==> config.mk <==
export PLATFORM = sky130hd
export DESIGN_NAME = regfile_wb_arbiter
export DESIGN_NICKNAME = d
export VERILOG_FILES = /design/src/rtl/regfile_wb_arbiter.sv
export SDC_FILE = /design/constraint.sdc
export NUM_CORES = 1
export LEC_CHECK = 0
export BUFFER_PORTS_ARGS = -buffer_cell sky130_fd_sc_hd__buf_4
export CORE_AREA = 2 2 195 197
export DETAILED_ROUTE_END_ITERATION = 16
export DIE_AREA = 0 0 197 199
export HOLD_SLACK_MARGIN = 0.05
export PLACE_DENSITY = 0.5
export SKIP_CTS_REPAIR_TIMING = 1
export SYNTH_ARGS = -nofsm -noshare
export SYNTH_HDL_FRONTEND = slang
export SYNTH_SLANG_ARGS = --single-unit
==> constraint.sdc <==
create_clock -name clk -period 2.4 [get_ports clk]
set_input_delay 0.12 -clock clk [delete_from_list [all_inputs] [get_ports clk]]
set_output_delay 0.12 -clock clk [all_outputs]
set_load 0.05 [all_outputs]
==> src/rtl/regfile_wb_arbiter.sv <==
// Round-robin arbiter for the register-file write port (ALU pipe A vs. memory pipe M), with a registered write stage and a pending-write scoreboard.
// Optional macro REGFILE_WB_BYPASS_EN forwards the staged write onto the read data; the default build passes raw read data through.
module regfile_wb_arbiter #(
    parameter int DW = 64,
    parameter int AW = 4
) (
    input  logic                 clk,
    input  logic                 reset,

    input  logic                 a_valid,
    input  logic [AW-1:0]        a_rd,
    input  logic [DW-1:0]        a_data,
    output logic                 a_ready,

    input  logic                 m_valid,
    input  logic [AW-1:0]        m_rd,
    input  logic [DW-1:0]        m_data,
    output logic                 m_ready,

    input  logic                 issue_valid,
    input  logic [AW-1:0]        issue_rd,
    output logic                 issue_ready,
    output logic [(1<<AW)-1:0]   pending,

    output logic                 rf_wea,
    output logic [AW-1:0]        rf_waddr,
    output logic [DW-1:0]        rf_wdata,
    output logic                 wb_err,

    input  logic [AW-1:0]        rd0_addr,
    input  logic [AW-1:0]        rd1_addr,
    input  logic [DW-1:0]        rf_r0data,
    input  logic [DW-1:0]        rf_r1data,
    output logic [DW-1:0]        fwd0_data,
    output logic [DW-1:0]        fwd1_data
);

    localparam int NR = 1 << AW;

    typedef enum logic {
        GRANT_A = 1'b0,
        GRANT_M = 1'b1
    } grant_e;

    grant_e            last_grant_q;
    logic              rf_wea_q;
    logic [AW-1:0]     rf_waddr_q;
    logic [DW-1:0]     rf_wdata_q;
    logic [NR-1:0]     pending_q;
    logic [NR-1:0]     pending_d;
    logic              wb_err_q;

    logic              gnt_a;
    logic              gnt_m;
    logic              xfer;
    logic [AW-1:0]     win_rd;
    logic [DW-1:0]     win_data;
    logic              reserve;

    // Handshake: a requester transfers on valid & ready; ready is only raised for
    // a requester whose valid is high, and a losing requester holds valid/payload.
    always_comb begin
        gnt_a = 1'b0;
        gnt_m = 1'b0;
        if (!reset) begin
            if (a_valid && m_valid) begin
                gnt_a = (last_grant_q == GRANT_M);
                gnt_m = (last_grant_q == GRANT_A);
            end else begin
                gnt_a = a_valid;
                gnt_m = m_valid;
            end
        end
    end

    assign a_ready  = gnt_a;
    assign m_ready  = gnt_m;
    assign xfer     = gnt_a | gnt_m;
    assign win_rd   = gnt_m ? m_rd : a_rd;
    assign win_data = gnt_m ? m_data : a_data;

    // A register being released this cycle still reads as pending.
    assign issue_ready = !reset && !pending_q[issue_rd];
    assign reserve     = issue_valid && issue_ready;

    // Release first, then reserve, so a forced same-bit collision leaves it set.
    always_comb begin
        pending_d = pending_q;
        if (rf_wea_q) begin
            pending_d[rf_waddr_q] = 1'b0;
        end
        if (reserve) begin
            pending_d[issue_rd] = 1'b1;
        end
    end

    always_ff @(posedge clk) begin
        if (reset) begin
            last_grant_q <= GRANT_M;
            rf_wea_q     <= 1'b0;
            rf_waddr_q   <= '0;
            rf_wdata_q   <= '0;
            pending_q    <= '0;
            wb_err_q     <= 1'b0;
        end else begin
            rf_wea_q  <= xfer;
            pending_q <= pending_d;
            if (xfer) begin
                rf_waddr_q   <= win_rd;
                rf_wdata_q   <= win_data;
                last_grant_q <= gnt_m ? GRANT_M : GRANT_A;
                if (!pending_q[win_rd]) begin
                    wb_err_q <= 1'b1;
                end
            end
        end
    end

    assign rf_wea   = rf_wea_q;
    assign rf_waddr = rf_waddr_q;
    assign rf_wdata = rf_wdata_q;
    assign pending  = pending_q;
    assign wb_err   = wb_err_q;

`ifdef REGFILE_WB_BYPASS_EN
    always_comb begin
        fwd0_data = rf_r0data;
        fwd1_data = rf_r1data;
        if (rf_wea_q && (rd0_addr == rf_waddr_q)) begin
            fwd0_data = rf_wdata_q;
        end
        if (rf_wea_q && (rd1_addr == rf_waddr_q)) begin
            fwd1_data = rf_wdata_q;
        end
    end
`else
    logic unused_rd_addr;
    assign unused_rd_addr = ^{rd0_addr, rd1_addr};
    assign fwd0_data = rf_r0data;
    assign fwd1_data = rf_r1data;
`endif

endmodule

**Word level (Yosys, flattened, before mapping)**

Cells that the tools add are included.

- Register bits after elaboration: 87
- Input bits: 281
- Output and inout port bits: 217
- Logic and storage cells: 42

- Magnitude comparators: 5
- Mux-type cells: 17
- Bitwise gates (word level): 6
- Reductions and logical operators: 8

Operators with widths:

| kind | count |
|---|---|
| two-way mux 64 bit | 1 |
| two-way mux 16 bit | 2 |
| AND 16 bit | 1 |
| NOT 16 bit | 1 |
| OR 16 bit | 1 |
| < comparator 4 x 5 -> 1 bit (second input constant) | 3 |
| two-way mux 1 bit | 9 |
| binary-select mux 1 bit (select 4 bit) | 2 |
| demux 1 bit (select 4 bit) | 2 |
| greater-or-equal comparator 4 x 1 -> 1 bit (second input constant) | 2 |
| logical AND 1 bit | 5 |
| two-way mux 4 bit | 1 |
| zero test 1 bit | 2 |
| NOT 1 bit | 2 |
| AND reduction 2 bit | 1 |
| OR 1 bit | 1 |

**Depth between registers and ports, before layout**

Gate-level depths: netlist of run 1.

- Depth after elaboration: 9
- Depth in mapped cells: 8

**Worst setup path before layout of run 1**

No wires, ideal clock.

- Path kind: flip-flop to output port
- From: register pending_q[3] (netlist: pending[3])
- To: output port issue_ready
- Arrival: 2.086 ns
- Data required time: 2.280 ns
- Path slack: 0.194 ns
- Stages on the path, launching flop included: 6
- Path buffers: 0
- Path through: dfxtp_1 -> mux4_2 -> nor2b_4 -> a211oi_4 -> a21oi_1 -> nor2_1

- Word-level cells in the longest chain between the ends: 4

RTL lines:

| what | line | RTL |
|---|---|---|
| from (decl) | 49 | `logic [NR-1:0] pending_q;` |
| from (signal assigned) | 107 | `pending_q <= pending_d;` |
| binary-select mux 1 bit (select 4 bit) | 83 | `assign issue_ready = !reset && !pending_q[issue_rd];` |
| two-way mux 1 bit (not written as such) | 83 |  |
| zero test 1 bit | 83 |  |
| logical AND 1 bit | 83 |  |
| to (decl) | 22 | `output logic issue_ready,` |

No other way between the ends. The select of a mux whose other input is x is not followed.

**Worst setup path after layout of run 1**

- From: register last_grant_q
- To: register rf_wdata_q[17] (netlist: rf_wdata[17])

- Word-level cells in the longest chain between the ends: 4

RTL lines:

| what | line | RTL |
|---|---|---|
| from (decl) | 45 | `grant_e last_grant_q;` |
| from (signal assigned) | 111 | `last_grant_q <= gnt_m ? GRANT_M : GRANT_A;` |
| NOT 1 bit | 68 | `gnt_m = (last_grant_q == GRANT_A);` |
| two-way mux 1 bit | 66 | `if (a_valid && m_valid) begin` |
| two-way mux 1 bit | 65 | `if (!reset) begin` |
| two-way mux 64 bit or OR 1 bit (tied branches) | 80, 78 |  |
| to (signal assigned) | 110 | `rf_wdata_q <= win_data;` |
| to (decl) | 48 | `logic [DW-1:0] rf_wdata_q;` |

Several ways; a longest one is shown, not always the timed one.
A chain may end at the register's enable or synchronous reset.

==> run summary, run 1 <==
Outcome: finished clean
CTS sink cnt: 87
Startpoint types: flop
Total Die Area: 39200 um2
Layout area overhead: 52.24%
Req. time, crit path: 2.71 ns
Die Ht: 199 um
Routability cong.: 0.8087
Normalized max-slew margin: 51.84%
DP HPWL: 16520 um
Share of cells above drive strength 1: 31.61%
Via Count: 5369
Final Cycle Share: 90.87%
Final hold vios: 0
Worst Path Arrival: 2.49 ns
Vias per inst: 3.995
Total gr overflow: 0
Post-Synthesis Cell Area: 5250 um2
Clock latency on the worst-skew pair: 0.36 ns
Hold slack: 0.03231 ns
First-pass GRT wire length: 29960 um
Final net count: 1146
Largest net degree at the start of global routing: 54
Register area share after synthesis: 33.17%
CTS H-tree lvls: 3
Lkg Pwr: 3.411 nW
Hold Path Class: in -> reg
Final wirelength: 22410 um
Crit end category: flop
Tmin final: 2.181 ns
Total track usage: 10.43%
Antenna diodes: 0
Fmax: 458.5 MHz
Cells after Synth: 671
Final TNS setup: 0 ns
PwrDens: 568.4 nW/um2
Fraction of registers with async set/reset: 0%
Fin util: 21.52%
Yosys warnings: 0
Worst Path Class, Setup: reg -> reg
Syn_nets: 952
Port Buffer Count: 233
Worst slew pin tran: 0.7225 ns
Vias in the first global route: 4604
Setup violators final: 0
Core area: 37130 um2
DRT iter0 DRCs: 287
Die W: 197 um
CTS tree: done
Worst-path fanout max: 53
CP top delay family: buffers and inverters
Worst vdd ir: 0.3146 mV
Number of synthesized flops with an enable pin: 0
Synth Flop Type: dfxtp_1
Std-Cell Rows: 71
Slew Limit Fails: 0
Post-DR wirelength/cell: 16.68 um
TritonCTS Buffers: 9
Initial Utilization: 14.14%
Synth Register Bits: 87
CP max stage delay: 0.57 ns
Initial DRT Pass Iterations: 4
Cell repeated most along the worst path: nand2_1
Crit path max-delay cell type: dlygate4sd3_1
Clock-pin slew on the worst setup and hold paths: 0.07 ns
Remaining DRCs: 0
Netlist cell types: 38
Io pins: 498
Max-cap viol count: 0
Routed Antenna Nets: 0
Worst Path Buf+Inv: 2
RSZ-0062 raised after global routing: no
Mean Syn Cell Area: 7.824 um2
Antenna violations before repair: 0
Clk_skew: 0.004570 ns
CP Cell Sequence: nand2_1 > nand2_4 > buf_4 > nand2_1 > a311oi_1 > dlygate4sd3_1
Clk root buf: clkbuf_16
CTS Buffer Depth: 2
## area by class of cell
type / instances / area, um2
Clock buffer: 12 / 256.5
Clock inverter: 4 / 77.57
Fill cell: 4076 / 29140
Inverter: 2 / 12.51
Multi-Input combinational cell: 406 / 2323
Sequential cell: 87 / 1742
Tap cell: 474 / 593.1
Timing Repair Buffer: 359 / 2988
## report_power, final
| part | total, W | switching (W) | internal, W |
|---|---|---|---|
| Clock | 0.00163 | 0.000657 | 0.000975 |
| Combinational | 0.00129 | 0.000752 | 0.000539 |
| Sequential | 0.00162 | 0.0000726 | 0.00155 |
## routing by layer
| layer | wire length (um) | up-vias | GRT usage (%) |
|---|---|---|---|
| li1 | - | 2580 | - |
| met1 | 9050 | 2473 | 12.56 |
| met2 | 10860 | 228 | 16.46 |
| met3 | 1655 | 88 | 3.255 |
| met4 | 848 | 0 | 5.904 |
| met5 | 0 | - | 0 |
## layout by cell type, fill, tap and decap left out, types with 2 or more instances in the layout
master           n
a211oi_1        11
a21oi_1         13
a311oi_1        73
and2_1           2
buf_4          246
bufinv_16        2
clkbuf_16        9
clkbuf_8         2
clkinv_4         3
dfxtp_1         87
dlygate4sd3_1  112
mux2i_1          9
mux4_2           4
nand2_1        144
nand2b_1        21
nand3_1          5
nand3b_1         5
nor2_1          75
nor3_1           2
o211ai_1         6
o21ai_0         12
o21ai_1          4
o311ai_0         3
or3_1            3
## cells by family after synthesis
group | synth area share [%]
flip-flops | 33.17
multiplexers | 3.861
AO/OA/AOI/OAI | 18.45
buffers and inverters | 22.62
AND/OR/NAND/NOR | 21.90
## final timing paths
check,start,endpoint,slack [ns],cells past startpoint
setup reg to reg,last_grant_q$_SDFFE_PP1P_,rf_wdata[17]$_SDFFE_PP0P_,0.22,6
hold reg to reg,rf_wdata[3]$_SDFFE_PP0P_,rf_wdata[3]$_SDFFE_PP0P_,0.50,2
hold / removal,m_data[50],rf_wdata[50]$_SDFFE_PP0P_,0.03,3
setup / recovery,last_grant_q$_SDFFE_PP1P_,rf_wdata[17]$_SDFFE_PP0P_,0.22,6
## cell usage after synthesis, types with 3 or more instances
library cell	count	area (um2)
nand3_1	5	25.02
o211ai_1	6	45.04
a311oi_1	73	639.4
a21oi_1	13	65.06
clkbuf_1	32	120.1
mux4_2	4	90.09
mux2i_1	9	90.09
nand2_1	144	540.5
or3_1	3	18.77
nand2b_1	21	131.4
dfxtp_1	87	1742
buf_4	129	968.4
o311ai_0	3	26.28
o21ai_1	4	20.02
nor2_1	75	281.5
o21ai_0	12	60.06
nand3b_1	5	37.54
buf_2	12	60.06
a211oi_1	11	82.58
## stage by stage
step	power (W)	instances	cell area, um2	setup WS (ns)
after floorplan	0.002874	671	5250	0.1940
after global placement	0.002785	1216	6538	0.4550
after detailed placement	0.002795	1216	6538	0.4070
after CTS	0.004476	1232	6872	0.2179
after global routing	0.004772	1344	7993	0.05321
final	0.004543	1344	7993	0.2191
## tightest hold or removal path, delay by kind of cell
kind	cells	cell delay [ns]
AND/OR/NAND/NOR	1	0.05
AO/OA/AOI/OAI	1	0.07
buffers and inverters	1	0.11
## state kept, by name (all words and copies together), names as in the netlist
name          cells
rf_wdata         64
rf_waddr          4
pending          16
last_grant_q      1
rf_wea            1
wb_err            1
No activity file was read; power rests on OpenSTA's default activity.
==> run 2: changes to the inputs <==
--- a/config.mk
+++ b/config.mk
@@ -9,6 +9,7 @@
 export CORE_AREA = 2 2 195 197
 export DETAILED_ROUTE_END_ITERATION = 16
 export DIE_AREA = 0 0 197 199
+export GPL_TIMING_DRIVEN = 0
 export HOLD_SLACK_MARGIN = 0.05
 export PLACE_DENSITY = 0.5
 export SKIP_CTS_REPAIR_TIMING = 1
==> run 2 against run 1 <==
Compared with the run above:
- via count increased by 21%
- global-route usage increased by 2.1 points
- clock skew increased by 0.0014 ns
- clock power decreased by 11%
- power increased by 13%
- design area increased by 25%
- routed wire length increased by 21%
- hold slack got worse by 0.0075 ns
- core utilization increased by 5.4 points
- critical path type unchanged
- critical endpoint is now rf_wdata[29]$_SDFFE_PP0P_
- largest cell class unchanged
- highest routed layer unchanged
==> run summary, run 2 (synthesis results as in run 1) <==
Outcome: finished clean
Startpoint types: flop
Hold slack: 0.02483 ns
CTS tree: done
Initial Utilization: 14.14%
P_int: 0.003098 W
Worst Path Class, Setup: reg -> reg
Routed Antenna Nets: 0
Clk_skew: 0.005994 ns
Setup violators final: 0
Crit end category: flop
RSZ-0062 raised after global routing: no
Req. time, crit path: 2.67 ns
Final net count: 1438
CP max stage delay: 0.36 ns
Total Die Area: 39200 um2
Worst R2R Setup Slack: 0.24 ns
Antenna violations before repair: 1
Via Count: 6482
Remaining DRCs: 0
Std-Cell Rows: 71
Reg-to-reg critical path endpoint: rf_wdata[29]$_SDFFE_PP0P_
Commonest non-fill, non-tap cells in the layout: 488 x buf_4, 144 x nand2_1, 116 x dlygate4sd3_1, 87 x dfxtp_1, 75 x nor2_1
Total track usage: 12.53%
Routability cong.: 0.8537
Worst vdd ir: 0.3126 mV
Max reg flops: 64
Clock-pin slew on the worst setup and hold paths: 0.07 ns
Worst slew pin tran: 0.8424 ns
DRT iter0 DRCs: 270
Inst Count DP: 1504
DP HPWL: 21090 um
Share of cells above drive strength 1: 45.61%
Hold EP: rf_wdata[41]$_SDFFE_PP0P_
CTS Buffer Depth: 2
Slew Limit Fails: 0
Core area: 37130 um2
Reg power frac: 31.5%
Vias per inst: 3.962
HP Start: m_data[41]
Port Buffer Count: 359
Die Ht: 199 um
Hold Path Class: in -> reg
Leading cell type in the layout, fill and taps excluded: buf_4
Post-DR wirelength/cell: 16.55 um
Combinational power share: 40.4%
Tmin final: 2.155 ns
Final Cycle Share: 89.81%
PwrDens: 514.5 nW/um2
Clock latency on the worst-skew pair: 0.37 ns
Sw Share: 39.68%
Clk root buf: clkbuf_16
Io pins: 498
Worst-path fanout max: 10
CP Cell Sequence: nand2_1 > nand2_4 > buf_4 > buf_2 > buf_2 > nand2_1 > a311oi_1
Max-cap viol count: 0
Die W: 197 um
Layout fillers: 4024
Total gr overflow: 0
Largest net degree at the start of global routing: 16
Fmax: 463.9 MHz
Antenna diodes: 0
Final hold vios: 0
Hold Path Depth: 3
Switching Power: 0.002038 W
Crit path max-delay cell type: dfxtp_1
Worst Path Buf+Inv: 3
R2R depth: 7
Layout area overhead: 90.16%
CTS sink cnt: 87
Worst Path Arrival: 2.42 ns
Final wirelength: 27080 um
Normalized max-slew margin: 43.84%
First-pass GRT wire length: 35880 um
Lkg Pwr: 4.622 nW
Clk pwr share: 28.2%
Vias in the first global route: 5663
CTS H-tree lvls: 3
Non-filler cells, final: 1636
TritonCTS Buffers: 9
Initial DRT Pass Iterations: 4
CP top delay family: buffers and inverters
RR Startpoint: last_grant_q$_SDFFE_PP1P_
run 2: cell types whose count changed in the layout (fill, tap and decap cells not counted), moves of 2 or more:
cell and delta:
buf_4 +242, clkbuf_1 +32, clkinvlp_4 +2, buf_2 +12, inv_6 +2, dlygate4sd3_1 +4
buf_6 +2, bufinv_16 -2
run 2: worst max-delay path by stage:
stage	from	slack (ns)	end	cells after the start
6_report	last_grant_q$_SDFFE_PP1P_	0.24	rf_wdata[29]$_SDFFE_PP0P_	7
5_1_grt	last_grant_q$_SDFFE_PP1P_	0.004	rf_wdata[29]$_SDFFE_PP0P_	7
4_1_cts	last_grant_q$_SDFFE_PP1P_	0.1	rf_wdata[29]$_SDFFE_PP0P_	7
3_5_place_dp	m_valid	-0.22	rf_wdata[26]$_SDFFE_PP0P_	6
3_3_place_gp	m_valid	-0.22	rf_waddr[0]$_SDFFE_PP0P_	6
2_1_floorplan	pending[3]$_SDFF_PP0_	0.19	issue_ready	5
run 2: tightest hold or removal path: stages:
cell      delay (ns)
buf_4           0.11
nand2_1         0.05
a311oi_1        0.07
run 2: power by group through the flow:
stage               sequential (W)  combinational [W]  clock, W
floorplan                  0.00199           0.000882         0
global placement           0.00165            0.00194         0
detailed placement         0.00165            0.00194         0
CTS                        0.00162            0.00194   0.00151
global route               0.00163            0.00218   0.00157
finish                     0.00162            0.00207   0.00145
run 2: per-layer routing:
metal / track usage (%) / up-vias / share of wire, %
li1: - / 3172 / -
met1: 15.38 / 2979 / 41
met2: 22.04 / 306 / 52
met3: 2.560 / 25 / 5.3
met4: 3.704 / 0 / 1.3
met5: 0 / - / 0
run 2: per-stage QoR:
step	setup slack, ns	area, um2	utilization, %	total power (W)	setup TNS [ns]
finish	0.2445	9983	26.89	0.005136	0
global placement	-0.2176	8538	22.99	0.003582	-7.401
global route	0.003763	9983	26.89	0.005382	0
detailed placement	-0.2193	8538	22.99	0.003588	-8.018
CTS	0.09897	8822	23.76	0.005069	0
floorplan	0.1940	5250	-	0.002874	0
run 2: layout make-up:
class / instances / area [um2] / share of cell area (%)
Buffer: 176 / 1175 / 11.77
Sequential cell: 87 / 1742 / 17.45
Tap cell: 474 / 593.1 / 5.941
Multi-Input combinational cell: 406 / 2321 / 23.25
Clock buffer: 11 / 242.7 / 2.431
Inverter: 2 / 12.51 / 0.1253
Clock inverter: 5 / 41.29 / 0.4136
Timing Repair Buffer: 475 / 3856 / 38.63
==> run 3: changes to the inputs <==
==> constraint.sdc (replaced) <==
create_clock -name clk -period 2.1 [get_ports clk]
set_input_delay 0.105 -clock clk [delete_from_list [all_inputs] [get_ports clk]]
set_output_delay 0.105 -clock clk [all_outputs]
set_load 0.05 [all_outputs]
==> run 3 against run 2 <==
Compared with the run above:
- die area unchanged
- global-route usage increased by 0.11 points
- largest cell class unchanged
- first-iteration DRC count increased by 21%
- clock skew increased by 0.0051 ns
- critical endpoint is now issue_ready
==> run summary, run 3 (synthesis results as in run 1) <==
Switching Power: 0.002357 W
CTS Buffer Depth: 2
Reg power frac: 29.5%
Total Die Area: 39200 um2
First-pass GRT wire length: 36160 um
Max-cap viol count: 0
Outcome: finished clean
Clock-pin slew on the worst setup and hold paths: 0.07 ns
Req. time, crit path: 2.00 ns
PwrDens: 612.6 nW/um2
Fin util: 27.48%
Routability cong.: 0.8363
Combinational power share: 38.4%
Clock latency on the worst-skew pair: 0.37 ns
Vias per inst: 4.015
Clk pwr share: 32.0%
DP HPWL: 21250 um
Tmin final: 2.014 ns
Layout area overhead: 94.35%
Share of cells above drive strength 1: 45.91%
Sw Share: 37.71%
CTS tree: done
TritonCTS Buffers: 9
Via Count: 6620
Hold Path Class: in -> reg
Final Cycle Share: 95.90%
Final hold vios: 0
Crit end category: primary output
Die W: 197 um
Slew Limit Fails: 0
Layout fillers: 3981
Max reg flops: 64
Leading cell type in the layout, fill and taps excluded: buf_4
Fmax: 496.5 MHz
Startpoint types: flop
Total track usage: 12.65%
Clk_skew: 0.01114 ns
Post-DR wirelength/cell: 16.71 um
Hold slack: 0.03659 ns
CTS H-tree lvls: 3
Commonest non-fill, non-tap cells in the layout: 488 x buf_4, 143 x nand2_1, 128 x dlygate4sd3_1, 83 x dfxtp_1, 74 x nor2_1
Worst-path fanout max: 5
Normalized max-slew margin: 44.27%
Vias in the first global route: 5667
Setup violators final: 0
Worst Path Arrival: 1.91 ns
Die Ht: 199 um
Worst R2R Setup Slack: 0.15 ns
Worst Path Class, Setup: reg -> out
DRT iter0 DRCs: 327
Total gr overflow: 0
Routed Antenna Nets: 0
Io pins: 498
Core area: 37130 um2
Port Buffer Count: 359
Worst vdd ir: 0.4327 mV
CTS sink cnt: 87
Largest net degree at the start of global routing: 17
Remaining DRCs: 0
Antenna violations before repair: 3
Lkg Pwr: 4.724 nW
Initial DRT Pass Iterations: 5
P_int: 0.003893 W
Final net count: 1450
Worst slew pin tran: 0.8360 ns
Clk root buf: clkbuf_16
Final wirelength: 27550 um
Initial Utilization: 14.14%
Std-Cell Rows: 71
run 3: worst max-delay path, stage by stage (launching register included):
cell,delay [ns]
dfxtp_1,0.37
mux4_2,0.48
nor2b_4,0.15
a211oi_4,0.21
a21oi_2,0.07
nor2_2,0.10
buf_6,0.17
run 3: stage by stage:
step           std cells  instance area [um2]  total power [W]  setup TNS (ns)  setup slack [ns]
5_1_grt             1649                10200         0.006555        -0.04871          -0.04823
6_report            1649                10200         0.006251               0           0.08600
4_1_cts             1520                 8891         0.006160          -6.652           -0.2150
3_5_place_dp        1504                 8541         0.004098          -24.42           -0.6261
2_1_floorplan        671                 5253         0.003285               0            0.1249
3_3_place_gp        1504                 8541         0.004092          -22.86           -0.6047
run 3: worst paths after layout:
path	start	endpoint	cells after the start
max	pending[1]$_SDFF_PP0_	issue_ready	6
max reg2reg	last_grant_q$_SDFFE_PP1P_	rf_wdata[61]$_SDFFE_PP0P_	7
min	a_data[53]	rf_wdata[53]$_SDFFE_PP0P_	3
min reg2reg	rf_wdata[55]$_SDFFE_PP0P_	rf_wdata[55]$_SDFFE_PP0P_	2
run 3: power groups by stage:
stage               clock network [W]  registers (W)  logic, W
floorplan                           0        0.00228   0.00101
global placement                    0        0.00188   0.00221
detailed placement                  0        0.00188   0.00221
CTS                           0.00210        0.00185   0.00222
global route                  0.00217        0.00186   0.00252
finish                        0.00200        0.00185   0.00240
run 3: layout make-up:
cell class	instances	area (um2)	share of cell area [%]
diodes	1	2.502	0.02452
well taps	474	593.1	5.812
plain buffers	175	1181	11.58
repair buffers	488	3988	39.08
clock buffers	9	225.2	2.207
clock inverters	7	125.1	1.226
inverters	2	12.51	0.1226
multi-input cells	406	2330	22.83
flip-flops and latches	87	1747	17.12
run 3: routing by layer:
metal	global-route usage, %	vias up	wire length (um)
met5	0	-	0
met4	4.734	0	668
met3	2.764	38	1474
met2	21.83	311	14210
met1	15.37	3079	11200
li1	-	3192	-
